### config.mk
export PLATFORM = sky130hd
export DESIGN_NAME = irq_request_ctrl_flat
export DESIGN_NICKNAME = d
export VERILOG_FILES = /design/src/rtl/irq_request_ctrl_if.sv /design/src/rtl/irq_request_ctrl.sv /design/src/flat_wrapper.sv
export SDC_FILE = /design/constraint.sdc
export NUM_CORES = 1
export LEC_CHECK = 0
export BUFFER_PORTS_ARGS = -buffer_cell sky130_fd_sc_hd__buf_2
export CORE_AREA = 3 3 40 42
export CTS_BUF_LIST = sky130_fd_sc_hd__clkbuf_4
export DETAILED_ROUTE_END_ITERATION = 8
export DIE_AREA = 0 0 43 45
export HOLD_SLACK_MARGIN = 0.05
export SLEW_MARGIN = 15
export SYNTH_ARGS = -nofsm -noshare
export SYNTH_HDL_FRONTEND = slang
export SYNTH_SLANG_ARGS = --single-unit
### constraint.sdc
create_clock -name clk -period 3 [get_ports clk]
set_input_delay 0.3 -clock clk [delete_from_list [all_inputs] [get_ports clk]]
set_output_delay 0.3 -clock clk [all_outputs]
set_load 0.1 [all_outputs]
### src/rtl/irq_request_ctrl_if.sv
// -----------------------------------------------------------------------------
// irq_request_ctrl_if
//   Handshake between the interrupt request controller and the Control_Unit.
//   intr        request raised by the controller
//   in_service  controller reports that an ISR is running
//   int_clr     1-cycle pulse from the Control_Unit: request accepted
//   rti_done    1-cycle pulse from decode: RTI retired, ISR finished
//   master = the request controller, slave = the Control_Unit side.
// -----------------------------------------------------------------------------
interface irq_request_ctrl_if;
  logic intr;
  logic in_service;
  logic int_clr;
  logic rti_done;

  modport master (
    output intr,
    output in_service,
    input  int_clr,
    input  rti_done
  );

  modport slave (
    input  intr,
    input  in_service,
    output int_clr,
    output rti_done
  );
endinterface

### src/rtl/irq_request_ctrl.sv
// -----------------------------------------------------------------------------
// irq_request_ctrl
//   Initiator side of the Control_Unit interrupt handshake. Synchronises the
//   external interrupt pin, queues its rising edges in a saturating counter,
//   raises intr, retires one request per accepted int_clr and holds off new
//   requests until the ISR finishes (rti_done) plus HOLDOFF idle cycles.
//
// Ports
//   clk          system clock, rising edge
//   rst          synchronous, active-high reset
//   irq_in       asynchronous external interrupt pin
//   irq_enable   global interrupt enable; gates new requests only
//   cu           irq_request_ctrl_if.master: intr, in_service, int_clr, rti_done
//   pending_cnt  queued edges not yet accepted
//   overflow     sticky; an edge arrived while the queue was full
//
// Configuration
//   IRQ_LEVEL_TRIG_EN  when defined, requests follow the synchronised pin level;
//                      the edge detector and queue are removed and pending_cnt
//                      and overflow read 0. Default (undefined): edge-triggered
//                      with a queue.
// -----------------------------------------------------------------------------
module irq_request_ctrl #(
  parameter int SYNC_STAGES = 2,  // metastability flops on irq_in (>= 2)
  parameter int MAX_PENDING = 3,  // saturating queue depth (>= 1)
  parameter int CNT_W       = 2,  // width of pending_cnt, must hold MAX_PENDING
  parameter int HOLDOFF     = 2   // idle cycles forced after rti_done (0 = none)
) (
  input  logic                      clk,
  input  logic                      rst,
  input  logic                      irq_in,
  input  logic                      irq_enable,
  irq_request_ctrl_if.master        cu,
  output logic [CNT_W-1:0]          pending_cnt,
  output logic                      overflow
);

  typedef enum logic [1:0] {
    IDLE = 2'd0,
    REQ  = 2'd1,
    SVC  = 2'd2,
    HOLD = 2'd3
  } state_e;

  // Holdoff counter counts HOLDOFF-1 down to 0, i.e. HOLDOFF cycles in HOLD.
  localparam int            HOLD_W    = (HOLDOFF > 1) ? $clog2(HOLDOFF) : 1;
  localparam logic [HOLD_W-1:0] HOLD_LOAD = HOLD_W'((HOLDOFF > 0) ? HOLDOFF - 1 : 0);

  state_e                  state_q, state_d;
  logic [HOLD_W-1:0]       hold_q;
  logic [SYNC_STAGES-1:0]  sync_q;
  logic                    sync_out;
  logic                    req_cond;

  // ---------------------------------------------------------------------------
  // Pin synchroniser. Reset to 0 so a pin already high at reset release is
  // seen as a rising edge.
  // ---------------------------------------------------------------------------
  // NOTE: sequential state uses non-blocking assignments so every flop samples
  // the pre-edge values of the others; blocking here would collapse the chain.
  always_ff @(posedge clk) begin
    if (rst) sync_q <= '0;
    else     sync_q <= {sync_q[SYNC_STAGES-2:0], irq_in};
  end

  assign sync_out = sync_q[SYNC_STAGES-1];

`ifdef IRQ_LEVEL_TRIG_EN
  // Level mode: a still-high pin simply re-requests once the FSM is back in IDLE.
  assign req_cond    = sync_out & irq_enable;
  assign pending_cnt = '0;
  assign overflow    = 1'b0;
`else
  logic sync_prev_q;
  logic edge_evt;
  logic accept;

  always_ff @(posedge clk) begin
    if (rst) sync_prev_q <= 1'b0;
    else     sync_prev_q <= sync_out;
  end

  assign edge_evt = sync_out & ~sync_prev_q;
  assign accept   = (state_q == REQ) & cu.int_clr;

  // An edge and an acceptance in the same cycle cancel: the new edge takes the
  // slot of the one just retired, so it is served after SVC/HOLD.
  always_ff @(posedge clk) begin
    if (rst) begin
      pending_cnt <= '0;
      overflow    <= 1'b0;
    end else if (edge_evt && !accept) begin
      if (pending_cnt == CNT_W'(MAX_PENDING)) overflow    <= 1'b1;
      else                                    pending_cnt <= pending_cnt + CNT_W'(1);
    end else if (!edge_evt && accept && pending_cnt != '0) begin
      pending_cnt <= pending_cnt - CNT_W'(1);
    end
  end

  // The edge seen this cycle is included so a lone edge requests without
  // waiting for the counter to update.
  assign req_cond = ((pending_cnt != '0) | edge_evt) & irq_enable;
`endif

  // ---------------------------------------------------------------------------
  // FSM: state register
  // ---------------------------------------------------------------------------
  always_ff @(posedge clk) begin
    if (rst) state_q <= IDLE;
    else     state_q <= state_d;
  end

  // ---------------------------------------------------------------------------
  // FSM: next state. int_clr outside REQ and rti_done outside SVC are ignored.
  // irq_enable only gates leaving IDLE, so it never withdraws a raised intr.
  // ---------------------------------------------------------------------------
  always_comb begin
    // NOTE: default assignment first so no path leaves state_d unassigned,
    // which would otherwise infer a latch.
    state_d = state_q;
    unique case (state_q)
      IDLE:    if (req_cond)     state_d = REQ;
      REQ:     if (cu.int_clr)   state_d = SVC;
      SVC:     if (cu.rti_done)  state_d = (HOLDOFF > 0) ? HOLD : IDLE;
      HOLD:    if (hold_q == '0) state_d = IDLE;
      default:                   state_d = IDLE;
    endcase
  end

  // ---------------------------------------------------------------------------
  // FSM: outputs, decoded from the registered state only.
  // ---------------------------------------------------------------------------
  always_comb begin
    cu.intr       = (state_q == REQ);
    cu.in_service = (state_q == SVC);
  end

  // Holdoff down-counter, loaded when the ISR finishes.
  always_ff @(posedge clk) begin
    if (rst)                                 hold_q <= '0;
    else if (state_q == SVC && cu.rti_done)  hold_q <= HOLD_LOAD;
    else if (state_q == HOLD && hold_q != '0) hold_q <= hold_q - HOLD_W'(1);
  end

endmodule
### src/flat_wrapper.sv
// flat-port wrapper written by rule: the top's interface ports become plain ports
module irq_request_ctrl_flat 
#(
  parameter int SYNC_STAGES = 2,                                         
  parameter int MAX_PENDING = 3,                                  
  parameter int CNT_W       = 2,                                                
  parameter int HOLDOFF     = 2                                                  
)
  (clk, rst, irq_in, irq_enable, pending_cnt, overflow, cu_intr, cu_in_service, cu_int_clr, cu_rti_done);
  irq_request_ctrl_if cu_i ();
  input  logic clk;
  input  logic rst;
  input  logic irq_in;
  input  logic irq_enable;
  output logic [CNT_W-1:0] pending_cnt;
  output logic overflow;
  output wire logic [$bits(cu_i.intr)-1:0] cu_intr;
  output wire logic [$bits(cu_i.in_service)-1:0] cu_in_service;
  input wire logic [$bits(cu_i.int_clr)-1:0] cu_int_clr;
  input wire logic [$bits(cu_i.rti_done)-1:0] cu_rti_done;
  assign cu_intr = cu_i.intr;
  assign cu_in_service = cu_i.in_service;
  assign cu_i.int_clr = cu_int_clr;
  assign cu_i.rti_done = cu_rti_done;
  irq_request_ctrl #(.SYNC_STAGES(SYNC_STAGES), .MAX_PENDING(MAX_PENDING), .CNT_W(CNT_W), .HOLDOFF(HOLDOFF)) u_core (.clk(clk), .rst(rst), .irq_in(irq_in), .irq_enable(irq_enable), .cu(cu_i), .pending_cnt(pending_cnt), .overflow(overflow));
endmodule
# --- Yosys cells after proc, flatten, opt, wreduce, memory -nomap -nowiden ---
# Index checks and enable logic that the tools add are counted.
# W data, S select, Z words.
op_classes:
  add_sub_neg: 3
  n_reduce_logical: 14
  eq_ne: 9
  bitwise_logic: 5
  n_mux: 10
op_table:
  columns: ["operator", "count"]
  rows:
  - ["$mux W2", 7]
  - ["$pmux W2 S4", 1]
  - ["$eq A2 B2 Y1 const B", 3]
  - ["$ne A2 B1 Y1 const B", 3]
  - ["$reduce_bool A2 Y1", 3]
  - ["$logic_and A1 B1 Y1", 5]
  - ["$ne A2 B2 Y1 const B", 2]
  - ["$reduce_and A2 Y1", 2]
  - ["$reduce_and A4 Y1", 1]
  - ["$and A1 B1 Y1", 3]
  - ["$add A2 B1 Y2 const B", 1]
  - ["$eq A2 B1 Y1 const B", 1]
  - ["$logic_not A1 Y1", 2]
  - ["$logic_not A2 Y1", 1]
  - ["$mux W1", 2]
  - ["$sub A2 B1 Y2 const B", 1]
  - ["$not A1 Y1", 1]
  - ["$or A1 B1 Y1", 1]
  - ["$sub A1 B1 Y1 const B", 1]
word_totals:
  wordCells: 47
  out_inout_bits: 5
  in_bits: 6
  register_bits: 9

# --- Depth between registers and ports, before layout ---
# Gate-level depths: netlist of run 1.
depth:
  depth_word: 7
  depth_mapped: 6
  depth_no_buf: 6

# --- Worst setup path before layout of run 1 ---
# No wires, ideal clock.
synth_path:
  kind: "register -> register"
  from: "register u_core.state_q[1]"
  to: "register u_core.overflow"
  t_required_ns: 2.874
  stages_incl_launch_ff: 7
  setup_slack_ns: 1.002
  setup_time_ns: 0.126
  arrival_time_ns: 1.872
  cell_sequence: "dfxtp_1 > inv_1 > ha_1 > nand2_1 > and2_1 > a31oi_1 > nor2_1"
synth_via:
  elab_chain_cells: 5
synth_rtl:
  columns: ["element", "line", "rtl"]
  rows:
  - ["start: declaration", "irq_request_ctrl.sv:49", "state_e state_q, state_d;"]
  - ["start signal: assignment", "irq_request_ctrl.sv:110", "else state_q <= state_d;"]
  - ["$eq A2 B1 Y1", null, null]
  - ["via cu_intr", "flat_wrapper.sv:17", "output wire logic [$bits(cu_i.intr)-1:0] cu_intr;"]
  - ["$and A1 B1 Y1", "irq_request_ctrl.sv:84", "assign accept = (state_q == REQ) & cu.int_clr;"]
  - ["$logic_not A1 Y1", "irq_request_ctrl.sv:92", "end else if (edge_evt && !accept) begin"]
  - ["$logic_and A1 B1 Y1", "irq_request_ctrl.sv:92", null]
  - ["$reduce_and A2 Y1 (no line)", null, null]
  - ["end signal: assignment", "irq_request_ctrl.sv:91", "overflow <= 1'b0;"]
  - ["end signal: assignment", "irq_request_ctrl.sv:93", "if (pending_cnt == CNT_W'(MAX_PENDING)) overflow <= 1'b1;"]
  - ["end: declaration", "irq_request_ctrl.sv:35", "output logic overflow"]
# The timed path passes the listed nets, and every way through them passes these cells.
# A chain may end at the register's enable or synchronous reset.

# --- Worst setup path after layout of run 1 ---
layout_path:
  from: "register u_core.state_q[0]"
  to: "output port cu_in_service"
layout_via:
  elab_chain_cells: 1
layout_rtl:
  columns: ["element", "line", "rtl"]
  rows:
  - ["$eq A2 B2 Y1", "irq_request_ctrl.sv:135", "cu.in_service = (state_q == SVC);"]
  - ["end: declaration", "flat_wrapper.sv:18", "output wire logic [$bits(cu_i.in_service)-1:0] cu_in_service;"]
# No other way between the ends.

==> results of run 1 <==
==> kinds of logic (layout without fill, tap and decap cells) <==
kind of cell / after synthesis / in the layout / share of synthesized area (%)
mux: 2 / 2 / 4.43
fa+ha+maj: 4 / 4 / 11.1
compound gates: 11 / 11 / 16.6
simple gates: 17 / 17 / 22.7
flops: 9 / 9 / 39.9
xor+xnor: 1 / 1 / 1.94
buf+inv: 4 / 17 / 3.32
==> worst max-delay path, cell delays in order, from the launching register on <==
cell and delay [ns]:
sky130_fd_sc_hd__dfxtp_1 0.34, sky130_fd_sc_hd__inv_1 0.09, sky130_fd_sc_hd__ha_1 0.23, sky130_fd_sc_hd__buf_2 0.45
==> cell type report <==
type	instances	area (µm²)	share of cell area, %
multi-input cells	35	256	46.9
flip-flops and latches	9	180	33.0
repair buffers	10	50.0	9.15
clock buffers	4	30.0	5.49
well taps	15	18.8	3.43
inverters	3	11.3	2.06
==> registers in the layout, indices dropped and copies added, names as in the netlist <==
| register | count |
|---|---|
| u_core.pending_cnt | 2 |
| u_core.state_q | 2 |
| u_core.sync_q | 2 |
| u_core.hold_q | 1 |
| u_core.overflow | 1 |
| u_core.sync_prev_q | 1 |
==> cells in the mapped netlist <==
cell type                   number  area [µm²]
sky130_fd_sc_hd__dfxtp_1         9         180
sky130_fd_sc_hd__ha_1            4        50.1
sky130_fd_sc_hd__nor2b_1         4        25.0
sky130_fd_sc_hd__a21oi_1         3        15.0
sky130_fd_sc_hd__inv_1           3        11.3
sky130_fd_sc_hd__nand2b_1        3        18.8
sky130_fd_sc_hd__and2_1          2        12.5
sky130_fd_sc_hd__mux2i_1         2        20.0
sky130_fd_sc_hd__nand2_1         2        7.51
sky130_fd_sc_hd__nor2_1          2        7.51
sky130_fd_sc_hd__nor3_1          2        10.0
sky130_fd_sc_hd__o21ai_0         2        10.0
sky130_fd_sc_hd__a2111oi_0       1        8.76
sky130_fd_sc_hd__a211oi_2        1        12.5
sky130_fd_sc_hd__a221o_1         1        10.0
sky130_fd_sc_hd__a31oi_1         1        6.26
sky130_fd_sc_hd__and2b_1         1        7.51
sky130_fd_sc_hd__clkbuf_1        1        3.75
sky130_fd_sc_hd__nor2b_4         1        13.8
sky130_fd_sc_hd__o21a_1          1        7.51
sky130_fd_sc_hd__o21ai_1         1        5.00
sky130_fd_sc_hd__xor2_1          1        8.76
==> through the flow <==
step / setup slack, ns / total power (W)
6_report: 1.33 / 0.000336
5_1_grt: 1.25 / 0.000357
4_1_cts: 1.32 / 0.000343
3_5_place_dp: 1.45 / 0.000238
3_3_place_gp: 1.48 / 0.000238
2_1_floorplan: 1.00 / 0.000221
==> report_power, final <==
group          total [W]  leakage, nW  internal [W]  switching, W
sequential      0.000134       0.0733      0.000127    0.00000741
combinational   0.000100        0.143     0.0000322     0.0000682
clock           0.000101       0.0184     0.0000602     0.0000410
==> layer usage <==
layer,track usage [%],part of all wire [%]
met1,11.7,51
met2,13.5,40
met3,7.57,8.7
met4,1.81,0
met5,0,0
==> worst max-delay path by stage <==
stage | from | end | slack, ns | depth (start not counted)
after CTS | u_core.state_q[0] | cu_in_service | 1.32 | 3
after detailed placement | u_core.state_q[1] | u_core.state_q[1] | 1.45 | 6
after global placement | u_core.state_q[1] | u_core.state_q[1] | 1.48 | 6
final | u_core.state_q[0] | cu_in_service | 1.33 | 3
after floorplan | u_core.state_q[1] | u_core.overflow | 1.00 | 6
after global routing | u_core.state_q[0] | cu_in_service | 1.25 | 3
==> Implementation_results.wiki, run 1 <==
{| class="wikitable"
! Metric !! Value
|-
| Clock-pin slew on the worst setup and hold paths || 0.06 ns
|-
| Number of setup buffers added after CTS || 0
|-
| Synth Register Bits || 9
|-
| Reg-to-reg slack, setup || 1.43 ns
|-
| Total of buffers placed on input and output ports || 10
|-
| IR drop worst, VDD || 0.247 mV
|-
| Yosys warns || 0
|-
| Maximum net fanout on the critical path || 4
|-
| DRC violation count after routing || 0
|-
| Clock tree root driver cell || sky130_fd_sc_hd__clkbuf_4
|-
| Number of design-rule violations left by the first detailed-router iteration || 1
|-
| Sequential element share of the synthesized area || 39.9%
|-
| Cell area after layout || 547 µm²
|-
| Final total negative setup slack || 0 ns
|-
| Remaining number of nets flagged by the antenna check after routing || 0
|-
| Wire length of the first global-routing pass || 1320 µm
|-
| Hold EP || u_core.sync_q[0]
|-
| Highest clock rate || 0.600 GHz
|-
| Clk_skew || 0.00624 ns
|-
| Slew of the pin with the lowest slew margin || 0.487 ns
|-
| Outcome || finished, final reports clean
|-
| Cts repair resizes || 0
|-
| Type of destination of the critical path || output pin
|-
| Post-route clock period utilization || 55.6%
|-
| Synth-to-layout area growth || 21.1%
|-
| Routability-driven placement congestion ratio || 0.768
|-
| Number of sinks driven by the clock tree || 9
|-
| Count of distinct cell types in the synthesized netlist || 22
|-
| Leakage Power || 0.235 nW
|-
| Count of pins on the block boundary || 11
|-
| Number of H-tree levels || 1
|-
| Syn nets || 58
|-
| Die width || 43 µm
|-
| Startpoint type of the worst setup path || flip-flop
|-
| Core outline area || 1280 µm²
|-
| Final instance count without filler cells || 76
|-
| Final slew viol count || 0
|-
| Final nets || 72
|-
| Fraction of final layout cells with drive strength greater than 1 || 26.2%
|-
| Number of placed instances, taps included || 72
|-
| Final Hold Viols || 0
|-
| Post-synth design cell area || 452 µm²
|-
| Utilization after layout || 42.6%
|-
| Number of antenna violations at the first check in global routing || 0
|-
| Remaining max-slew budget at the tightest pin || 67.8%
|-
| Post-Synthesis Cells || 48
|-
| Setup repair after global routing missed its margin || false
|-
| Number of placement rows || 13
|-
| Leading cell types in the layout, fill and taps excluded || sky130_fd_sc_hd__buf_2 (10), sky130_fd_sc_hd__dfxtp_1 (9), sky130_fd_sc_hd__nor2b_1 (4), sky130_fd_sc_hd__ha_1 (4), sky130_fd_sc_hd__clkbuf_4 (4)
|-
| ANT cells || 0
|-
| Fin Hold WS || 0.260 ns
|-
| Number of CTS-inserted buffers || 3
|-
| Wire length per cell after detailed routing || 10.8 µm
|-
| Fillcell total || 141
|-
| Sum of net half-perimeters after detailed placement || 615 µm
|-
| Clock insertion delay at the later pin of the skew report || 0.26 ns
|-
| Area of the die || 1940 µm²
|-
| Largest net degree at the start of global routing || 11
|-
| Reg-to-Reg Start || u_core.state_q[1]
|-
| Pre-Repair DR Iteration Count || 3
|-
| Die height || 45 µm
|-
| Most common cell after layout, fill and taps aside || sky130_fd_sc_hd__buf_2
|-
| Vias per std cell || 4.68
|-
| Capture point of the worst reg-to-reg path || u_core.state_q[1]
|-
| Buffer depth of the longest clock path || 2
|-
| DP Area || 517 µm²
|-
| Average footprint of a synthesized cell || 9.41 µm²
|-
| Total setup violations reported at the end of the flow || 0
|-
| Clock tree from TritonCTS || built
|-
| Hold_buf cts || 0
|-
| Power density relative to cell area || 614 nW/µm²
|-
| Source of the worst hold timing path || irq_in
|-
| Type of the worst min-delay path || input pin to flip-flop
|-
| Required time reported for the critical path endpoint || 2.70 ns
|-
| Shortest clock period the worst path allows after layout || 1.67 ns
|-
| Aggregate routed wire length || 820 µm
|-
| FF-to-FF path depth || 6
|-
| Effective utilization at floorplan || 35.2%
|-
| Vias || 356
|-
| Maximum capacitance violations || 0
|-
| Worst hold path cell count || 2
|-
| Data arrival time of the critical path || 1.37 ns
|-
| Number of global-route vias before repair || 321
|-
| Total global-route track usage || 9.62%
|-
| Gr ovfl total || 0
|-
| Worst Setup Path Type || flip-flop to output pin
|}
Power figures use the tool's default switching activity.
==> inputs of run 2 (changes only) <==
clock period = 1.7 ns   (was 3 ns; I/O delays follow)
==> Implementation_results.wiki, run 2 (synthesis results as in run 1) <==
{| class="wikitable"
! Metric !! Value
|-
| Outcome || finished, final reports clean (unchanged)
|-
| Worst hold path cell count || 2 (unchanged)
|-
| Number of H-tree levels || 1 (unchanged)
|-
| Share of total power consumed by net switching || 34.0% (was 34.7%)
|-
| Number of CTS-inserted buffers || 3 (unchanged)
|-
| Total global-route track usage || 9.68% (was 9.62%)
|-
| Sum of net half-perimeters after detailed placement || 574 µm (was 615 µm)
|-
| FF-to-FF path depth || 6 (unchanged)
|-
| Leading cell types in the layout, fill and taps excluded || sky130_fd_sc_hd__buf_2 (10), sky130_fd_sc_hd__dfxtp_1 (8), sky130_fd_sc_hd__nor2b_1 (4), sky130_fd_sc_hd__clkbuf_4 (4) (was sky130_fd_sc_hd__buf_2 (10), sky130_fd_sc_hd__dfxtp_1 (9), sky130_fd_sc_hd__nor2b_1 (4), sky130_fd_sc_hd__ha_1 (4), sky130_fd_sc_hd__clkbuf_4 (4))
|-
| Effective utilization at floorplan || 35.2% (unchanged)
|-
| Wire length of the first global-routing pass || 1320 µm (about the same)
|-
| Area of the die || 1940 µm² (unchanged)
|-
| Die width || 43 µm (unchanged)
|-
| Number of design-rule violations left by the first detailed-router iteration || 3 (was 1)
|-
| Total area of multi-input combinational cells || 262 µm² (was 256 µm²)
|-
| Startpoint type of the worst setup path || flip-flop (unchanged)
|-
| Setup repair after global routing missed its margin || false (unchanged)
|-
| Final slew viol count || 0 (unchanged)
|-
| Core outline area || 1280 µm² (unchanged)
|-
| Clock network fraction of total power || 29.7% (was 30.1%)
|-
| Routability-driven placement congestion ratio || 0.741 (was 0.768)
|-
| Total of buffers placed on input and output ports || 10 (unchanged)
|-
| Combined flip-flop and latch cell area || 181 µm² (was 180 µm²)
|-
| Fin Hold WS || 0.125 ns (was 0.260 ns)
|-
| Number of placed instances, taps included || 72 (unchanged)
|-
| Most common cell after layout, fill and taps aside || sky130_fd_sc_hd__buf_2 (unchanged)
|-
| Source of the worst hold timing path || irq_in (unchanged)
|-
| Clk_skew || 0.00198 ns (was 0.00624 ns)
|-
| Number of setup buffers added after CTS || 0 (unchanged)
|-
| Synth-to-layout area growth || 22.4% (was 21.1%)
|-
| Slew of the pin with the lowest slew margin || 0.489 ns (was 0.487 ns)
|-
| Count of pins on the block boundary || 11 (unchanged)
|-
| Data arrival time of the critical path || 1.71 ns (was 1.37 ns)
|-
| Required time reported for the critical path endpoint || 1.89 ns (was 2.70 ns)
|-
| Final nets || 72 (unchanged)
|-
| Final instance count without filler cells || 76 (unchanged)
|-
| Number of antenna violations at the first check in global routing || 0 (unchanged)
|-
| Clock insertion delay at the later pin of the skew report || 0.25 ns (was 0.26 ns)
|-
| Post-route clock period utilization || 89.5%
|-
| Shortest clock period the worst path allows after layout || 1.52 ns
|-
| Type of destination of the critical path || flip-flop (was output pin)
|-
| Hold_buf cts || 0 (unchanged)
|-
| Maximum capacitance violations || 0 (unchanged)
|-
| Number of sinks driven by the clock tree || 9 (unchanged)
|-
| Highest clock rate || 0.657 GHz
|-
| Net switching power || 0.000200 W (was 0.000117 W)
|-
| Pre-Repair DR Iteration Count || 3 (unchanged)
|-
| Wire length per cell after detailed routing || 9.87 µm (was 10.8 µm)
|-
| Final total negative setup slack || 0 ns (unchanged)
|-
| Fillcell total || 140 (was 141)
|-
| Worst Setup Path Type || flip-flop to flip-flop (was flip-flop to output pin)
|-
| Internal power consumption || 0.000388 W (was 0.000219 W)
|-
| Worst stage delay on the critical path || 0.37 ns (was 0.45 ns)
|-
| Final Hold Viols || 0 (unchanged)
|-
| Remaining number of nets flagged by the antenna check after routing || 0 (unchanged)
|-
| Leakage Power || 0.233 nW (was 0.235 nW)
|-
| Reg-to-Reg Start || u_core.state_q[1] (unchanged)
|-
| Maximum net fanout on the critical path || 4 (unchanged)
|-
| DRC violation count after routing || 0 (unchanged)
|-
| CP max-delay cell || sky130_fd_sc_hd__dfxtp_1 (was sky130_fd_sc_hd__buf_2)
|-
| Remaining max-slew budget at the tightest pin || 67.6% (was 67.8%)
|-
| Clock tree root driver cell || sky130_fd_sc_hd__clkbuf_4 (unchanged)
|-
| Utilization after layout || 43.0% (was 42.6%)
|-
| Sequential group share of total power || 40.3% (was 40.0%)
|-
| Sequence of cells on the critical path || inv_1 > ha_2 > nor2b_4 > a221o_1 > a211oi_2 > mux2i_1 (was inv_1 > ha_1 > buf_2)
|-
| Vias per std cell || 4.53 (was 4.68)
|-
| Combinational Power Share || 30.0% (was 29.9%)
|-
| Buffer depth of the longest clock path || 2 (unchanged)
|-
| Largest registers || u_core.pending_cnt (2), u_core.state_q (2), u_core.sync_q (2) (unchanged)
|-
| Number of placement rows || 13 (unchanged)
|-
| Type of the worst min-delay path || input pin to flip-flop (unchanged)
|-
| Cts repair resizes || 0 (unchanged)
|-
| Die height || 45 µm (unchanged)
|-
| Gr ovfl total || 0 (unchanged)
|-
| Aggregate routed wire length || 750 µm (was 820 µm)
|-
| Fraction of final layout cells with drive strength greater than 1 || 31.1% (was 26.2%)
|-
| Clock tree from TritonCTS || built (unchanged)
|-
| Vias || 344 (was 356)
|-
| Power density relative to cell area || 1060 nW/µm² (was 614 nW/µm²)
|-
| IR drop worst, VDD || 0.468 mV (was 0.247 mV)
|-
| Clock-pin slew on the worst setup and hold paths || 0.06 ns (about the same)
|-
| Number of global-route vias before repair || 330 (was 321)
|-
| Startpoint of the worst setup timing path || u_core.state_q[1] (was u_core.state_q[0])
|-
| Total setup violations reported at the end of the flow || 0 (unchanged)
|-
| Largest net degree at the start of global routing || 11 (unchanged)
|-
| ANT cells || 0 (unchanged)
|}
==> run 2: cell counts in the layout (fill, tap and decap cells not counted) <==
Identical to the previous run, type by type.
==> run 2: power groups by stage <==
stage               sequential, W  combinational [W]  clock (W)
global route             0.000240           0.000191   0.000199
detailed placement       0.000241           0.000178          0
finish                   0.000237           0.000176   0.000175
floorplan                0.000253           0.000142          0
CTS                      0.000237           0.000178   0.000188
global placement         0.000241           0.000179          0
==> run 2: area by class of cell <==
type	count	share of cell area (%)
sequential	9	32.8
tap	15	3.39
inverter	3	2.04
multi-input combinational	35	47.3
clock buffer	4	5.43
timing repair buffer	10	9.05
==> run 2: per-stage QoR <==
stage | power, W | worst slack, ns | instance area [µm²]
3_3_place_gp | 0.000420 | 0.196 | 523
5_1_grt | 0.000629 | 0.0661 | 553
6_report | 0.000588 | 0.178 | 553
2_1_floorplan | 0.000395 | 0.00148 | 458
4_1_cts | 0.000603 | 0.161 | 553
3_5_place_dp | 0.000419 | 0.180 | 523
==> run 2: metal layers <==
metal / track usage [%] / vias up / share of wire [%]
met2: 14.4 / 10 / 44
li1: - / 190 / -
met1: 10.7 / 144 / 47
met3: 7.17 / 0 / 8.3
met5: 0 / - / 0
met4: 3.61 / 0 / 0
==> run 2: path summary, 6_finish.rpt <==
path | end | slack, ns
max | u_core.state_q[1] | 0.18
min | u_core.sync_q[0] | 0.13
max reg2reg | u_core.state_q[1] | 0.18
min reg2reg | u_core.sync_q[1] | 0.43
==> run 2: worst max-delay path: cells and delay by family, from the launching register on <==
family / cells / cell delay, ns
and+or+nand+nor: 1 / 0.12
DFF: 1 / 0.37
adders and majority gates: 1 / 0.18
AOI/OAI and AO/OA: 2 / 0.49
muxes: 1 / 0.21
buffers and inverters: 1 / 0.08
==> inputs of run 3 (changes only) <==
CTS_BUF_LIST = sky130_fd_sc_hd__clkbuf_8   (was sky130_fd_sc_hd__clkbuf_4)
==> Implementation_results.wiki, run 3 (synthesis results as in run 1) <==
{| class="wikitable"
! Metric !! Value
|-
| FF-to-FF path depth || 6 (unchanged)
|-
| Die height || 45 µm (unchanged)
|-
| Routability-driven placement congestion ratio || 0.741 (unchanged)
|-
| Clock tree root driver cell || sky130_fd_sc_hd__clkbuf_8 (was sky130_fd_sc_hd__clkbuf_4)
|-
| Largest net degree at the start of global routing || 11 (unchanged)
|-
| Cts repair resizes || 0 (unchanged)
|-
| Number of setup buffers added after CTS || 0 (unchanged)
|-
| CP max-delay cell || sky130_fd_sc_hd__dfxtp_1 (unchanged)
|-
| Type of the worst min-delay path || input pin to flip-flop (unchanged)
|-
| Outcome || finished, final reports clean (unchanged)
|-
| Clock-pin slew on the worst setup and hold paths || 0.04 ns (was 0.06 ns)
|-
| Final total negative setup slack || 0 ns (unchanged)
|-
| Total area of multi-input combinational cells || 262 µm² (unchanged)
|-
| Aggregate routed wire length || 750 µm (unchanged)
|-
| Startpoint type of the worst setup path || flip-flop (unchanged)
|-
| Worst Setup Path Type || flip-flop to flip-flop (unchanged)
|-
| Final nets || 72 (unchanged)
|-
| Sum of net half-perimeters after detailed placement || 574 µm (unchanged)
|-
| Total setup violations reported at the end of the flow || 0 (unchanged)
|-
| Leakage Power || 0.241 nW (was 0.233 nW)
|-
| Maximum net fanout on the critical path || 4 (unchanged)
|-
| Shortest clock period the worst path allows after layout || 1.52 ns (about the same)
|-
| Synth-to-layout area growth || 25.8% (was 22.4%)
|-
| Fraction of final layout cells with drive strength greater than 1 || 29.5% (was 31.1%)
|-
| Clk_skew || 0.00157 ns (was 0.00198 ns)
|-
| Remaining max-slew budget at the tightest pin || 67.6% (unchanged)
|-
| Highest clock rate || 0.659 GHz (was 0.657 GHz)
|-
| Number of CTS-inserted buffers || 3 (unchanged)
|-
| Hold_buf cts || 0 (unchanged)
|-
| Worst stage delay on the critical path || 0.37 ns (about the same)
|-
| Number of antenna violations at the first check in global routing || 0 (unchanged)
|-
| Total global-route track usage || 9.68% (unchanged)
|-
| IR drop worst, VDD || 0.638 mV (was 0.468 mV)
|-
| Sequence of cells on the critical path || inv_1 > ha_2 > nor2b_4 > a221o_1 > a211oi_2 > mux2i_1 (unchanged)
|-
| Number of sinks driven by the clock tree || 9 (unchanged)
|-
| Pre-Repair DR Iteration Count || 3 (unchanged)
|-
| Post-route clock period utilization || 89.3% (was 89.5%)
|-
| Worst hold path cell count || 2 (unchanged)
|-
| Final Hold Viols || 0 (unchanged)
|-
| Total of buffers placed on input and output ports || 10 (unchanged)
|-
| Die width || 43 µm (unchanged)
|-
| Number of global-route vias before repair || 329 (was 330)
|-
| ANT cells || 0 (unchanged)
|-
| Slew of the pin with the lowest slew margin || 0.489 ns (unchanged)
|-
| Buffers plus inverters on the worst setup path || 1 (unchanged)
|-
| Most common cell after layout, fill and taps aside || sky130_fd_sc_hd__buf_2 (unchanged)
|-
| Power density relative to cell area || 1140 nW/µm² (was 1060 nW/µm²)
|-
| Setup repair after global routing missed its margin || false (unchanged)
|-
| Effective utilization at floorplan || 35.2% (unchanged)
|-
| Reg-to-reg slack, setup || 0.18 ns (about the same)
|-
| DRC violation count after routing || 0 (unchanged)
|-
| Vias || 342 (was 344)
|-
| Fillcell total || 139 (was 140)
|-
| Core outline area || 1280 µm² (unchanged)
|-
| Utilization after layout || 44.2% (was 43.0%)
|-
| Buffer depth of the longest clock path || 2 (unchanged)
|-
| Wire length per cell after detailed routing || 9.87 µm (unchanged)
|-
| Count of pins on the block boundary || 11 (unchanged)
|-
| Largest registers || u_core.pending_cnt (2), u_core.state_q (2), u_core.sync_q (2) (unchanged)
|-
| Final slew viol count || 0 (unchanged)
|-
| Clock insertion delay at the later pin of the skew report || 0.23 ns (was 0.25 ns)
|-
| Wire length of the first global-routing pass || 1320 µm (about the same)
|-
| Type of destination of the critical path || flip-flop (unchanged)
|-
| Remaining number of nets flagged by the antenna check after routing || 0 (unchanged)
|-
| Area of the die || 1940 µm² (unchanged)
|-
| Combined flip-flop and latch cell area || 181 µm² (unchanged)
|-
| Required time reported for the critical path endpoint || 1.86 ns (was 1.89 ns)
|-
| Maximum capacitance violations || 0 (unchanged)
|-
| Gr ovfl total || 0 (unchanged)
|-
| Leading cell types in the layout, fill and taps excluded || sky130_fd_sc_hd__buf_2 (10), sky130_fd_sc_hd__dfxtp_1 (8), sky130_fd_sc_hd__inv_1 (4), sky130_fd_sc_hd__nor2b_1 (4) (was sky130_fd_sc_hd__buf_2 (10), sky130_fd_sc_hd__dfxtp_1 (8), sky130_fd_sc_hd__nor2b_1 (4), sky130_fd_sc_hd__clkbuf_4 (4))
|-
| Data arrival time of the critical path || 1.67 ns (was 1.71 ns)
|-
| Pwr Total || 0.000647 W (was 0.000588 W)
|-
| Number of H-tree levels || 1 (unchanged)
|-
| Number of design-rule violations left by the first detailed-router iteration || 4 (was 3)
|-
| Critical path depth in cells || 6 (unchanged)
|-
| Clock tree from TritonCTS || built (unchanged)
|-
| Vias per std cell || 4.50 (was 4.53)
|-
| CP delay by family, top || compound AO/OA/AOI/OAI gates (unchanged)
|-
| Number of placement rows || 13 (unchanged)
|}
## run 3: changes by cell type in the layout (fill, tap and decap cells not counted), sizes merged
cell,change
clkbuf,-1
inv,+1
## run 3: path summary, 6_finish.rpt
check	startpoint	end
setup / recovery	u_core.state_q[1]	u_core.state_q[1]
hold / removal	irq_in	u_core.sync_q[0]
setup reg to reg	u_core.state_q[1]	u_core.state_q[1]
hold reg to reg	u_core.sync_q[0]	u_core.sync_q[1]
## run 3: through the flow
step / worst slack, ns / cells / instance area (µm²) / hold slack [ns]
CTS: 0.165 / 76 / 568 / 0.149
global placement: 0.196 / 72 / 523 / 0.378
global route: 0.0704 / 76 / 568 / 0.165
finish: 0.182 / 76 / 568 / 0.154
floorplan: 0.00148 / 48 / 458 / 0.298
detailed placement: 0.180 / 72 / 523 / 0.389
## run 3: layout make-up
cell class	instances	area share, %
well taps	15	3.30
multi-input cells	35	46.0
repair buffers	10	8.81
flip-flops and latches	9	31.9
inverters	3	1.98
clock inverters	1	0.661
clock buffers	3	7.27
## run 3: per-layer routing
layer	up-vias	wire [µm]	global-route usage [%]
met1	146	355	10.7
li1	188	-	-
met5	-	0	0
met4	0	0	3.61
met3	0	55	7.17
met2	8	339	14.4
## run 3: power breakdown
part	leakage (nW)	internal, W	switching, W
combinational	0.141	0.0000572	0.000119
clock	0.0269	0.000156	0.0000758
sequential	0.0737	0.000226	0.0000125
total	0.241	0.000439	0.000207
